**src/rtl/dmem_arbiter.sv**
```systemverilog
// ---------------------------------------------------------------------------
// dmem_arbiter
//
// Shares the single-port data memory between two requesters:
//   port A - CPU MEM stage (high priority)
//   port B - DMA / debug loader (low priority, starvation-protected)
//
// A winning request is latched in IDLE and drives the memory for one SERVE
// cycle. A one-cycle ack follows in ACK. One access therefore takes three
// cycles: request seen at N, memory access at N+1, ack at N+2.
//
// Parameters:
//   MAX_WAIT - cycles B may wait while A keeps winning before B is forced
//              ahead (1..15)
//   AW       - address width of both requester ports and the memory address
//
// Ports:
//   clk, rst_n                 - clock (rising edge), async active-low reset
//   a_req/a_we/a_addr/a_wdata  - port A request, write flag, address, data
//   a_ack/a_rdata              - port A completion pulse and read data
//   b_*                        - same as port A, for port B
//   mem_ce/mem_we              - memory chip enable / write enable
//   mem_addr/mem_wdata         - memory address / write data
//   mem_rdata                  - memory read data (combinational from addr)
//   err                        - address-fault pulse, valid with the ack
//
// Optional feature macro: DMEM_ARB_ADDR_CHECK_EN
//   When defined, a granted address with nonzero bits above bit 11 or a
//   nonzero byte offset is faulted: no memory access, rdata loads 0, and err
//   pulses together with the ack. When undefined, err is tied to 0 and all
//   addresses pass through (the memory aliases on addr[11:2]).
// ---------------------------------------------------------------------------
module dmem_arbiter #(
  parameter int MAX_WAIT = 4,
  parameter int AW       = 32
) (
  input  logic          clk,
  input  logic          rst_n,
  input  logic          a_req,
  input  logic          a_we,
  input  logic [AW-1:0] a_addr,
  input  logic [31:0]   a_wdata,
  output logic          a_ack,
  output logic [31:0]   a_rdata,
  input  logic          b_req,
  input  logic          b_we,
  input  logic [AW-1:0] b_addr,
  input  logic [31:0]   b_wdata,
  output logic          b_ack,
  output logic [31:0]   b_rdata,
  output logic          mem_ce,
  output logic          mem_we,
  output logic [AW-1:0] mem_addr,
  output logic [31:0]   mem_wdata,
  input  logic [31:0]   mem_rdata,
  output logic          err
);

  typedef enum logic [1:0] {
    IDLE    = 2'd0,
    SERVE_A = 2'd1,
    SERVE_B = 2'd2,
    ACK     = 2'd3
  } state_t;

  localparam logic [3:0] MAX_WAIT_C = 4'(MAX_WAIT);

  state_t          state;
  state_t          next_state;
  logic            owner_b;
  logic            lat_we;
  logic [AW-1:0]   lat_addr;
  logic [31:0]     lat_wdata;
  logic [3:0]      wait_cnt;
  logic            b_wins;
  logic            a_wins;
  logic            fault;

  // B wins when it is alone, or when it has waited long enough that A's
  // priority is overridden; otherwise any A request wins.
  always_comb begin
    b_wins = b_req && (!a_req || (wait_cnt >= MAX_WAIT_C));
    a_wins = a_req && !b_wins;
  end

`ifdef DMEM_ARB_ADDR_CHECK_EN
  // Only the 4 KB window (word-aligned) is legal; everything else faults.
  always_comb begin
    fault = (lat_addr[AW-1:12] != '0) || (lat_addr[1:0] != 2'b00);
  end
`else
  always_comb begin
    fault = 1'b0;
  end
`endif

  // State register. Reset drops straight back to IDLE so an in-flight
  // access never reaches its ack and mem_ce falls without waiting for clk.
  always_ff @(posedge clk or negedge rst_n) begin
    if (!rst_n) begin
      state <= IDLE;
    end else begin
      state <= next_state;
    end
  end

  // Next-state and memory/ack strobes. Arbitration happens only in IDLE;
  // ACK always returns to IDLE so a held request is re-arbitrated fresh.
  always_comb begin
    next_state = state;
    mem_ce     = 1'b0;
    mem_we     = 1'b0;
    a_ack      = 1'b0;
    b_ack      = 1'b0;
    err        = 1'b0;
    case (state)
      IDLE: begin
        if (a_wins) begin
          next_state = SERVE_A;
        end else if (b_wins) begin
          next_state = SERVE_B;
        end
      end
      SERVE_A, SERVE_B: begin
        mem_ce     = !fault;
        mem_we     = lat_we && !fault;
        next_state = ACK;
      end
      ACK: begin
        a_ack      = !owner_b;
        b_ack      = owner_b;
        err        = fault;
        next_state = IDLE;
      end
      default: next_state = IDLE;
    endcase
  end

  // Operand latch: captured at grant and held afterwards, which is also why
  // mem_addr/mem_wdata keep their last values outside SERVE.
  always_ff @(posedge clk or negedge rst_n) begin
    if (!rst_n) begin
      owner_b   <= 1'b0;
      lat_we    <= 1'b0;
      lat_addr  <= '0;
      lat_wdata <= '0;
    end else if (state == IDLE) begin
      if (a_wins) begin
        owner_b   <= 1'b0;
        lat_we    <= a_we;
        lat_addr  <= a_addr;
        lat_wdata <= a_wdata;
      end else if (b_wins) begin
        owner_b   <= 1'b1;
        lat_we    <= b_we;
        lat_addr  <= b_addr;
        lat_wdata <= b_wdata;
      end
    end
  end

  always_comb begin
    mem_addr  = lat_addr;
    mem_wdata = lat_wdata;
  end

  // Starvation counter: counts every cycle B is asking but not being
  // served, saturating at 15; a B grant resets it.
  always_ff @(posedge clk or negedge rst_n) begin
    if (!rst_n) begin
      wait_cnt <= 4'd0;
    end else if ((state == IDLE) && b_wins) begin
      wait_cnt <= 4'd0;
    end else if (b_req && (state != SERVE_B) && (wait_cnt != 4'd15)) begin
      wait_cnt <= wait_cnt + 4'd1;
    end
  end

  // Read data capture at the edge ending SERVE. Writes leave rdata alone;
  // a faulted access returns 0 instead of memory contents.
  always_ff @(posedge clk or negedge rst_n) begin
    if (!rst_n) begin
      a_rdata <= 32'd0;
      b_rdata <= 32'd0;
    end else begin
      if (state == SERVE_A) begin
        if (fault) begin
          a_rdata <= 32'd0;
        end else if (!lat_we) begin
          a_rdata <= mem_rdata;
        end
      end
      if (state == SERVE_B) begin
        if (fault) begin
          b_rdata <= 32'd0;
        end else if (!lat_we) begin
          b_rdata <= mem_rdata;
        end
      end
    end
  end

endmodule
```
**config.mk**
```make
export PLATFORM = sky130hd
export DESIGN_NAME = dmem_arbiter
export DESIGN_NICKNAME = d
export VERILOG_FILES = /design/src/rtl/dmem_arbiter.sv
export SDC_FILE = /design/constraint.sdc
export NUM_CORES = 1
export LEC_CHECK = 0
export BUFFER_PORTS_ARGS = -buffer_cell sky130_fd_sc_hd__buf_4
export CORE_ASPECT_RATIO = 1.75
export CORE_UTILIZATION = 41
export DETAILED_ROUTE_END_ITERATION = 8
export GPL_TIMING_DRIVEN = 1
export PLACE_DENSITY_LB_ADDON = 0.15
export SLEW_MARGIN = 20
export SYNTH_ARGS = -nofsm -noshare
export SYNTH_HDL_FRONTEND = slang
export SYNTH_SLANG_ARGS = --single-unit
```
**constraint.sdc**
```tcl
create_clock -name clk -period 2.6 [get_ports clk]
set_input_delay 0 -clock clk [delete_from_list [all_inputs] [get_ports clk]]
set_output_delay 0 -clock clk [all_outputs]
set_load 0.05 [all_outputs]
```
== Word-level counts from Yosys, hierarchy flattened ==
Cells that the tools add are included.

* Reductions and logical operators: 16
* Bitwise operators: 1
* Div/mod/pow operators: 0
* Magnitude comparators: 1
* Shift-type cells: 0
* $mul: 0
* Add/subtract/negate cells: 1
* Muxes and demuxes: 17
* Equal/unequal tests: 6

{| class="wikitable"
|+ Operators by type and width
! operator !! number
|-
| 32-bit two-way mux || 4
|-
| 1-bit two-way mux || 8
|-
| 4-bit two-way mux || 2
|-
| 2-bit case mux with 3 select lines || 1
|-
| 2-bit AND reduction || 3
|-
| 1-bit logical AND || 5
|-
| 4-bit by 1-bit adder with 4-bit output, second input constant || 1
|-
| 2-bit == test, second input constant || 2
|-
| 4-bit by 3-bit greater-or-equal comparator with 1-bit output, second input constant || 1
|-
| 2-bit two-way mux || 2
|-
| 4-bit inequality test, second input constant || 1
|-
| 2-bit nonzero test || 2
|-
| 1-bit zero test || 3
|-
| 3-bit inequality test, second input constant || 1
|-
| 2-bit by 1-bit == test with 1-bit output, second input constant || 1
|-
| 2-bit zero test || 1
|-
| 2-bit inequality test, second input constant || 1
|-
| 2-bit OR reduction || 1
|-
| 1-bit logical OR || 1
|-
| 1-bit inverter || 1
|}

* Bits in latches: 0
* Word-level logic and storage cells: 50
* Memory bits (read-only): 0
* Bits of input ports: 166
* Memories: 0
* Bits in writable memories: 0
* Bits in registers: 136

== Logic depth before layout (Yosys ltp) ==
Gate-level depths: netlist (run 1).

* Depth in word-level cells: 7
* Depth in mapped cells: 7
* Depth with buffers taken out: 5

== Least setup slack after synthesis (run 1) ==
No wires, ideal clock.

* Path type: register -> register
* Start: register state[1]
* End: register a_rdata[10]
* Setup time: 0.128 ns
* Slack: 1.033 ns
* Data arrival time: 1.439 ns
* Buffers on the path: 2
* Required time: 2.472 ns
* Stages on the path, launching flop included: 7
* Cells stage by stage: dfrtp_1 > inv_1 > ha_1 > nor2b_1 > clkbuf_1 > buf_2 > mux2_1

* Longest elaborated chain between the ends: 2

{| class="wikitable"
|+ Ends and longest elaborated chain
! what !! line !! text
|-
| start: declaration || 68 || <nowiki>state_t state;</nowiki>
|-
| start signal: assignment || 103 || <nowiki>state <= next_state;</nowiki>
|-
| 2-bit by 1-bit == test with 1-bit output || 186 || <nowiki>if (state == SERVE_A) begin</nowiki>
|-
| 2-bit AND reduction (no line) || -- ||
|-
| end signal: assignment || 190 || <nowiki>a_rdata <= mem_rdata;</nowiki>
|-
| end: declaration || 44 || <nowiki>output logic [31:0] a_rdata,</nowiki>
|}

Every way passes these cells.
A chain may end at the register's enable or synchronous reset.

== Worst setup path after layout (run 1) ==
* Start: register state[0]
* End: register lat_wdata[28] (netlist: mem_wdata[28])

* Longest elaborated chain between the ends: 2

{| class="wikitable"
|+ Ends and longest elaborated chain
! what !! line !! text
|-
| 2-bit zero test || 147 || <nowiki>end else if (state == IDLE) begin</nowiki>
|-
| 2-bit AND reduction (no line) || -- ||
|-
| end signal: assignment || 152 || <nowiki>lat_wdata <= a_wdata;</nowiki>
|-
| end signal: assignment || 157 || <nowiki>lat_wdata <= b_wdata;</nowiki>
|-
| end: declaration || 73 || <nowiki>logic [31:0] lat_wdata;</nowiki>
|}

Every way passes these cells.

==> results of run 1 <==
[timing repair]
item / CTS / global route
endpoints found under the setup margin: 0 / 3
hold buffers: 163 / 0
gates resized for setup: 0 / 2
endpoints found under the hold margin: 177 / 0
[power groups by stage]
stage	Clock, W	Sequential, W	Combinational [W]
final	0.00242	0.00386	0.00970
after global routing	0.00256	0.00397	0.0102
after CTS	0.00246	0.00384	0.00964
after detailed placement	0	0.00386	0.00858
after global placement	0	0.00380	0.00843
after floorplan	0	0.00728	0.00241
[flip-flops by register name, summed over array words and instances (netlist names)]
name,cells
b_rdata,32
lat_we,1
mem_wdata,32
state,2
a_rdata,32
wait_cnt,4
owner_b,1
mem_addr,32
[metrics by stage]
| step | area (µm²) | setup slack (ns) | util, % | cells |
|---|---|---|---|---|
| floorplan | 6110 | 1.03 | - | 556 |
| global placement | 8470 | 0.811 | 58.7 | 991 |
| detailed placement | 8470 | 0.733 | 58.7 | 991 |
| CTS | 10700 | 0.175 | 74.1 | 1185 |
| global route | 10700 | 0.0573 | 74.1 | 1185 |
| finish | 10700 | 0.203 | 74.1 | 1185 |
[path summary, 6_finish.rpt]
kind                       depth (start not counted)       start  slack (ns)       endpoint
hold reg to reg                                    1  a_rdata[2]        0.48     a_rdata[2]
setup reg to reg                                   7    state[0]        0.20  mem_wdata[28]
setup / recovery                                   7    state[0]        0.20  mem_wdata[28]
min in group asynchronous                          2       rst_n        0.16    b_rdata[15]
max in group asynchronous                          3       rst_n        1.56    a_rdata[18]
hold / removal                                     3       a_req        0.05       state[0]
[logic make-up (layout without fill, tap and decap cells)]
kind of cell / count (synthesis) / after routing / share of synthesized area [%]
other cells: 1 / 1 / 0.0613
compound gates: 82 / 82 / 10.7
fa+ha+maj: 6 / 6 / 1.23
buf+inv: 55 / 504 / 4.32
mux: 64 / 64 / 11.8
simple gates: 212 / 212 / 16.3
flops: 136 / 136 / 55.7
[area by class of cell]
cell class	instances	area [µm²]	area share, %
Tap cell	180	225	2.10
Multi-Input combinational cell	365	2480	23.2
Clock inverter	14	165	1.54
Timing Repair Buffer	470	3990	37.3
Sequential cell	136	3400	31.8
Inverter	3	11.3	0.105
Clock buffer	17	425	3.97
[synth_stat cells, types with 3 or more instances]
library cell / n / share of area, %
inv_1: 3 / 0.18
o211ai_1: 55 / 6.8
buf_4: 6 / 0.74
o211ai_2: 10 / 2.0
nand4_1: 65 / 6.7
nand2_1: 131 / 8.0
mux2_1: 60 / 11
mux2_2: 4 / 0.74
nor2b_1: 3 / 0.31
a21oi_1: 5 / 0.41
ha_1: 6 / 1.2
dfrtp_1: 136 / 56
and2_1: 3 / 0.31
clkbuf_1: 23 / 1.4
buf_2: 22 / 1.8
[worst max-delay path, delay by kind of cell, from the launching register on]
family / cells / cell delay [ns]
DFF: 1 / 0.40
adders and majority gates: 1 / 0.34
buffers and inverters: 3 / 0.97
and+or+nand+nor: 1 / 0.11
AOI/OAI and AO/OA: 2 / 0.46
[routing by layer]
metal / vias to the layer above / share of wire [%] / global-route usage (%)
li1: 2868 / - / -
met2: 298 / 55 / 51.8
met1: 3077 / 35 / 30.7
met4: 0 / 3.1 / 12.9
met5: - / 0 / 0
met3: 44 / 6.5 / 5.63
==> out/metrics.cfg, run 1 <==
[min_path]
hp-class=input port to flop

[global_routing]
gr-total-overflow=0
grt_max_degree=68
grt_pass1_wl_um=33600
track_usage_pct=28.4
antenna_found_initial=0
grt_pass1_vias=6668

[sta]
fin_setup_tns_ns=0
finalWorstPathRequiredPeriod_ns=2.40
hold_viol=0
setup_violations=0
final-max-slew-violation-count=0
rsz0062_at_grt=false
max_clock_freq_ghz=0.417
tightest_slew_ns=0.728
fin_hold_ws_ns=0.0488
finalClockSkew_ns=0.0108
relSlewSlack_pct=51.5
fin_crit_sh_pct=92.2

[clock_tree]
clk_latency_ns=0.41
path_clk_slew_ns=0.06
cts_made_buffers=17
clockRootBuffer=clkbuf_16
cts.sinks=136
cts_max_path_buffers=2
cts_max_level=4
cts_tree=yes
post-cts-setup-buffers=0

[placed_design]
gp_congestion=0.804
portBuffers=297
post-dp-hpwl_um=13500

[routing]
dr.pass1.iters=4
drt-total-wl_um=21500
route.detailed.drc=0
route.vias.total=6287
drtAntennaViolNets=0
wire_per_inst_um=18.1
drt-initial-drc-count=318
post_drt_via_cell_ratio=5.31

[pwr]
total_power_w=0.0160
switching_share_pct=48.6
power_per_cell_area_nw_per_um2=1490
p_clk_share_pct=15.1
comb_power_share_pct=60.7
switchingPower_w=0.00777
internal_power_w=0.00821
p_leak_nw=4.96
pwr-share-seq_pct=24.1
ir_drop_mv=0.765

[synthesis]
ys_ff_latch=136
synth-seq-area-share_pct=55.7
synthCells=556
yosys_warnings=0
syn-cell-area_um2=6110
avgSynthCellArea_um2=11.0
ys_async_sr_fraction_pct=100
synth_edf_count=0
ys.flop_type=dfrtp_1
ys_types=33
synth_fp_nets=728

[layout]
layout_common_cells=302 x buf_4, 163 x dlygate4sd3_1, 136 x dfrtp_1
final_common_cell=buf_4
fill_cells=959
nets=1165
drive_above_1_share_pct=35.6
diodes=0
area_delta_synth_final_pct=75.1

[setup_path]
cp-end-kind=flop
required_ns=2.94
path_cells=inv_1 -> ha_2 -> o21a_4 -> buf_12 -> nand2_1 -> o211ai_1 -> dlygate4sd3_1
cp-start-kind=flop
cp_max_fo=58
slowest_stage=dlygate4sd3_1
crit_type=flop to flop
cpPeakStageDelay_ns=0.58
cp.arrival_ns=2.74

[status]
outcome=completed

[floorplan]
start_util_pct=42.3
die_w_um=94.3
core-area_um2=14400
die_h_um=164
rows=58
num_io_pins=299
die-area_um2=15400

[flow_run]
cap_violations=0

Note: power is estimated with default switching activity, not from simulation.
==> run 2, diff against run 1 <==
Settings changed: CELL_PAD_IN_SITES_DETAIL_PLACEMENT set to 1, CELL_PAD_IN_SITES_GLOBAL_PLACEMENT set to 1, CORE_UTILIZATION 41 to 37.
==> out/metrics.cfg, run 2 (same netlist as run 1, synthesis figures left out) <==
[routing]
drt-initial-drc-count=201
post_drt_via_cell_ratio=5.46
route.vias.total=6527
drtAntennaViolNets=0
dr.pass1.iters=4
route.detailed.drc=0
drt-total-wl_um=27300
wire_per_inst_um=22.8

[setup_path]
cp-start-kind=flop
required_ns=2.94
setup.worst_path.start=state[0]
r2r-start=state[0]
crit_type=flop to flop
r2r_slack_ns=0.15
cp-end-kind=flop
cp.arrival_ns=2.79
cp_max_fo=45

[sta]
fin_setup_tns_ns=0
setup_violations=0
fin_crit_sh_pct=94.1
max_clock_freq_ghz=0.409
finalClockSkew_ns=0.0166
final-max-slew-violation-count=0
finalWorstPathRequiredPeriod_ns=2.45
hold_viol=0
rsz0062_at_grt=false
relSlewSlack_pct=46.7
fin_hold_ws_ns=0.0363
tightest_slew_ns=0.800

[flow_run]
cap_violations=0

[global_routing]
antenna_found_initial=0
gr-total-overflow=0
grt_pass1_vias=7633
grt_pass1_wl_um=42300
track_usage_pct=32.7
grt_max_degree=68

[clock_tree]
clockRootBuffer=clkbuf_16
cts_max_level=4
path_clk_slew_ns=0.06
post-cts-setup-buffers=0
clk_latency_ns=0.42
cts_made_buffers=17
cts_max_path_buffers=2
cts.sinks=136
cts_tree=yes

[layout]
nets=1166
fill_cells=1643
final_common_cell=buf_4
drive_above_1_share_pct=35.7
diodes=0
area_delta_synth_final_pct=75.3
layout_common_cells=303 x buf_4, 163 x dlygate4sd3_1, 136 x dfrtp_1

[min_path]
hp-class=input port to flop
min_from=b_req

[floorplan]
core-area_um2=16000
num_io_pins=299
die_w_um=99.2
die_h_um=172
start_util_pct=38.1
rows=61
die-area_um2=17100

[pwr]
ir_drop_mv=0.659
power_per_cell_area_nw_per_um2=1540
p_leak_nw=4.96

[placed_design]
gp_congestion=0.782
portBuffers=297
post-dp-hpwl_um=15300

[status]
outcome=completed

[run 2: cell count changes in the layout (fill, tap and decap cells not counted), sizes merged]
cell,change
buf,+1
clkinvlp,+1
clkbuf,+1
clkinv,-1
[run 2: layer usage]
layer	track usage, %	up-vias	wire, µm
met5	0	-	0
met4	16.2	0	1140
met3	5.86	72	1400
met2	61.8	283	15000
met1	34.4	3302	9780
li1	-	2870	-
[run 2: repair_timing]
| action | 4_1_cts | 5_1_grt |
|---|---|---|
| gates resized for setup | 0 | 2 |
| hold endpoints to repair | 176 | 0 |
| endpoints found under the setup margin | 0 | 45 |
| hold buffers | 163 | 0 |
[run 2: power by group]
part	leakage (nW)	switching, W	total, W	internal (W)
sequential	1.64	0.000761	0.00397	0.00321
combinational	3.05	0.00645	0.0100	0.00356
clock	0.274	0.00104	0.00248	0.00144
[run 2: final cells by class]
cell class	instances	area (µm²)	share of cell area, %
Sequential cell	136	3400	31.8
Timing Repair Buffer	471	3990	37.2
Clock inverter	14	164	1.53
Tap cell	189	236	2.21
Multi-Input combinational cell	365	2480	23.2
Inverter	3	11.3	0.105
Clock buffer	18	429	4.00
[run 2: path summary, 6_finish.rpt]
check,to,depth (start not counted)
min,wait_cnt[2],4
min reg2reg,a_rdata[19],1
max reg2reg,mem_addr[24],7
min in group asynchronous,b_rdata[27],2
max,mem_addr[24],7
max in group asynchronous,a_rdata[18],3
[run 2: critical path, cell delays in order (launching register included)]
cell and delay [ns]:
dfrtp_1 0.41, inv_1 0.14, ha_2 0.29, o21a_4 0.33
buf_12 0.27, nand2_1 0.12, o211ai_1 0.20, dlygate4sd3_1 0.58
[run 2: through the flow]
stage | power (W) | util [%] | instances | setup WS (ns) | cell area, µm²
6_report | 0.0165 | 66.9 | 1196 | 0.154 | 10700
5_1_grt | 0.0172 | 66.9 | 1196 | 0.0435 | 10700
4_1_cts | 0.0161 | 66.8 | 1196 | 0.0842 | 10700
3_5_place_dp | 0.0126 | 52.9 | 1001 | 0.654 | 8480
3_3_place_gp | 0.0123 | 52.9 | 1001 | 0.743 | 8480
2_1_floorplan | 0.00968 | - | 556 | 1.03 | 6110
==> run 3, diff against run 2 <==
Settings changed: ABC_AREA set to 1, CORE_UTILIZATION 37 to 35.
==> out/metrics.cfg, run 3 <==
[status]
outcome=completed

[setup_path]
required_ns=2.91
cp_max_fo=51
cp.arrival_ns=2.70
cp-start-kind=flop
cp-end-kind=flop
crit_type=flop to flop

[placed_design]
post-dp-hpwl_um=15300
place_inst=1357
place_ws_ns=0.758
portBuffers=297
gp_congestion=0.825

[layout]
nets=1477
fin_util_pct=61.9
instances_no_fill=1554
final_common_cell=buf_4
drive_above_1_share_pct=26.4
layout_common_cells=305 x buf_4, 272 x nand2_1, 174 x inv_1
area_delta_synth_final_pct=72.8
fill_cells=2193

[synthesis]
yosysMostFrequentCell=nand2_1
ys_async_sr_fraction_pct=100
synth_edf_count=0
yosys-top-cells-area=dfrtp_1 52%, nand2_1 16%, nand3_1 10%
ys_ff_latch=136
yosys_warnings=0
ys_types=19
synth-seq-area-share_pct=52.4
synth_top_area_cell=dfrtp_1
syn-cell-area_um2=6490
ys.flop_type=dfrtp_1
avgSynthCellArea_um2=7.54
yosys.area.top_type_share_pct=52.4
netlist_top_cells_count=275 x nand2_1, 174 x inv_1, 136 x dfrtp_1, 135 x nand3_1, 66 x o21ai_0
synth_fp_nets=1033
synthCells=861

[clock_tree]
cts_made_buffers=17
cts.sinks=136
cts_max_level=4
holdBufCountCts=163
path_clk_slew_ns=0.07
post-cts-setup-buffers=0
cts_resized=0
cts_max_path_buffers=2
cts_tree=yes
clockRootBuffer=clkbuf_16
clk_latency_ns=0.43

[sta]
final-max-slew-violation-count=0
finalWorstPathRequiredPeriod_ns=2.39
fin_setup_tns_ns=0
tightest_slew_ns=0.749
finalWorstSetupSlack_ns=0.212
fin_hold_ws_ns=0.154
fin_crit_sh_pct=91.9
relSlewSlack_pct=50.0
finalClockSkew_ns=0.0167
setup_violations=0
rsz0062_at_grt=false
hold_viol=0
max_clock_freq_ghz=0.419

[floorplan]
num_io_pins=299
rows=65
die-area_um2=19100
die_w_um=105
die_h_um=182
start_util_pct=35.8
core-area_um2=18100

[min_path]
hp-class=input port to asynchronous set/reset pin

[global_routing]
gr-total-overflow=0
grt_pass1_wl_um=43300
grt_pass1_vias=8504
antenna_found_initial=2
track_usage_pct=29.1
grt_max_degree=75

[routing]
route.detailed.drc=0
drtAntennaViolNets=0
drt-total-wl_um=27100
post_drt_via_cell_ratio=4.83
route.vias.total=7503
drt-initial-drc-count=275
dr.pass1.iters=4
wire_per_inst_um=17.5

[flow_run]
cap_violations=0

[pwr]
p_leak_nw=6.16
power_per_cell_area_nw_per_um2=1370
ir_drop_mv=0.610

[run 3: layout make-up]
type	count	area (µm²)	area share, %
Timing Repair Buffer	473	4010	35.8
Tap cell	234	293	2.61
Antenna cell	2	5.00	0.0446
Inverter	176	661	5.89
Clock inverter	14	188	1.67
Multi-Input combinational cell	501	2230	19.9
Sequential cell	136	3400	30.3
Clock buffer	18	429	3.82
[run 3: final timing paths]
kind	startpoint	to	slack (ns)	cells past startpoint
worst max-delay path	wait_cnt[2]	mem_wdata[20]	0.21	8
worst min-delay path	rst_n	a_rdata[10]	0.15	2
worst max register to register	wait_cnt[2]	mem_wdata[20]	0.21	8
worst min register to register	mem_addr[14]	mem_addr[14]	0.48	2
max in group asynchronous	rst_n	b_rdata[1]	1.67	3
min in group clk	b_req	state[0]	0.15	6
[run 3: critical path, stage by stage, from the launching register on]
cell           delay (ns)
dfrtp_1              0.43
nor2_1               0.24
nand2_1              0.10
nand2_2              0.29
buf_12               0.30
nand3_1              0.14
nand3_1              0.12
dlygate4sd3_1        0.59
nand2_1              0.06
[run 3: kinds of logic after synthesis]
family | after synthesis | synth area share, %
AO/OA/AOI/OAI | 70 | 5.55
XOR/XNOR | 1 | 0.135
adder cells (fa/ha/maj) | 6 | 1.16
buffers and inverters | 224 | 13.6
flip-flops | 136 | 52.4
other | 1 | 0.0577
AND/OR/NAND/NOR | 423 | 27.1
[run 3: layer usage]
metal	GRT usage, %	vias up	part of all wire, %
li1	-	3482	-
met1	29.7	3663	36
met2	54.5	269	54
met3	6.14	89	5.2
met4	16.3	0	5.3
met5	0	-	0
[run 3: where the power goes]
group,internal [W],switching (W)
Combinational,0.00274,0.00613
Sequential,0.00320,0.000688
Clock,0.00154,0.00108
Total,0.00748,0.00790
[run 3: metrics by stage]
stage / power, W / instance area, µm²
floorplan: 0.00931 / 6490
global placement: 0.0120 / 8970
detailed placement: 0.0121 / 8970
CTS: 0.0153 / 11200
global route: 0.0162 / 11200
finish: 0.0154 / 11200
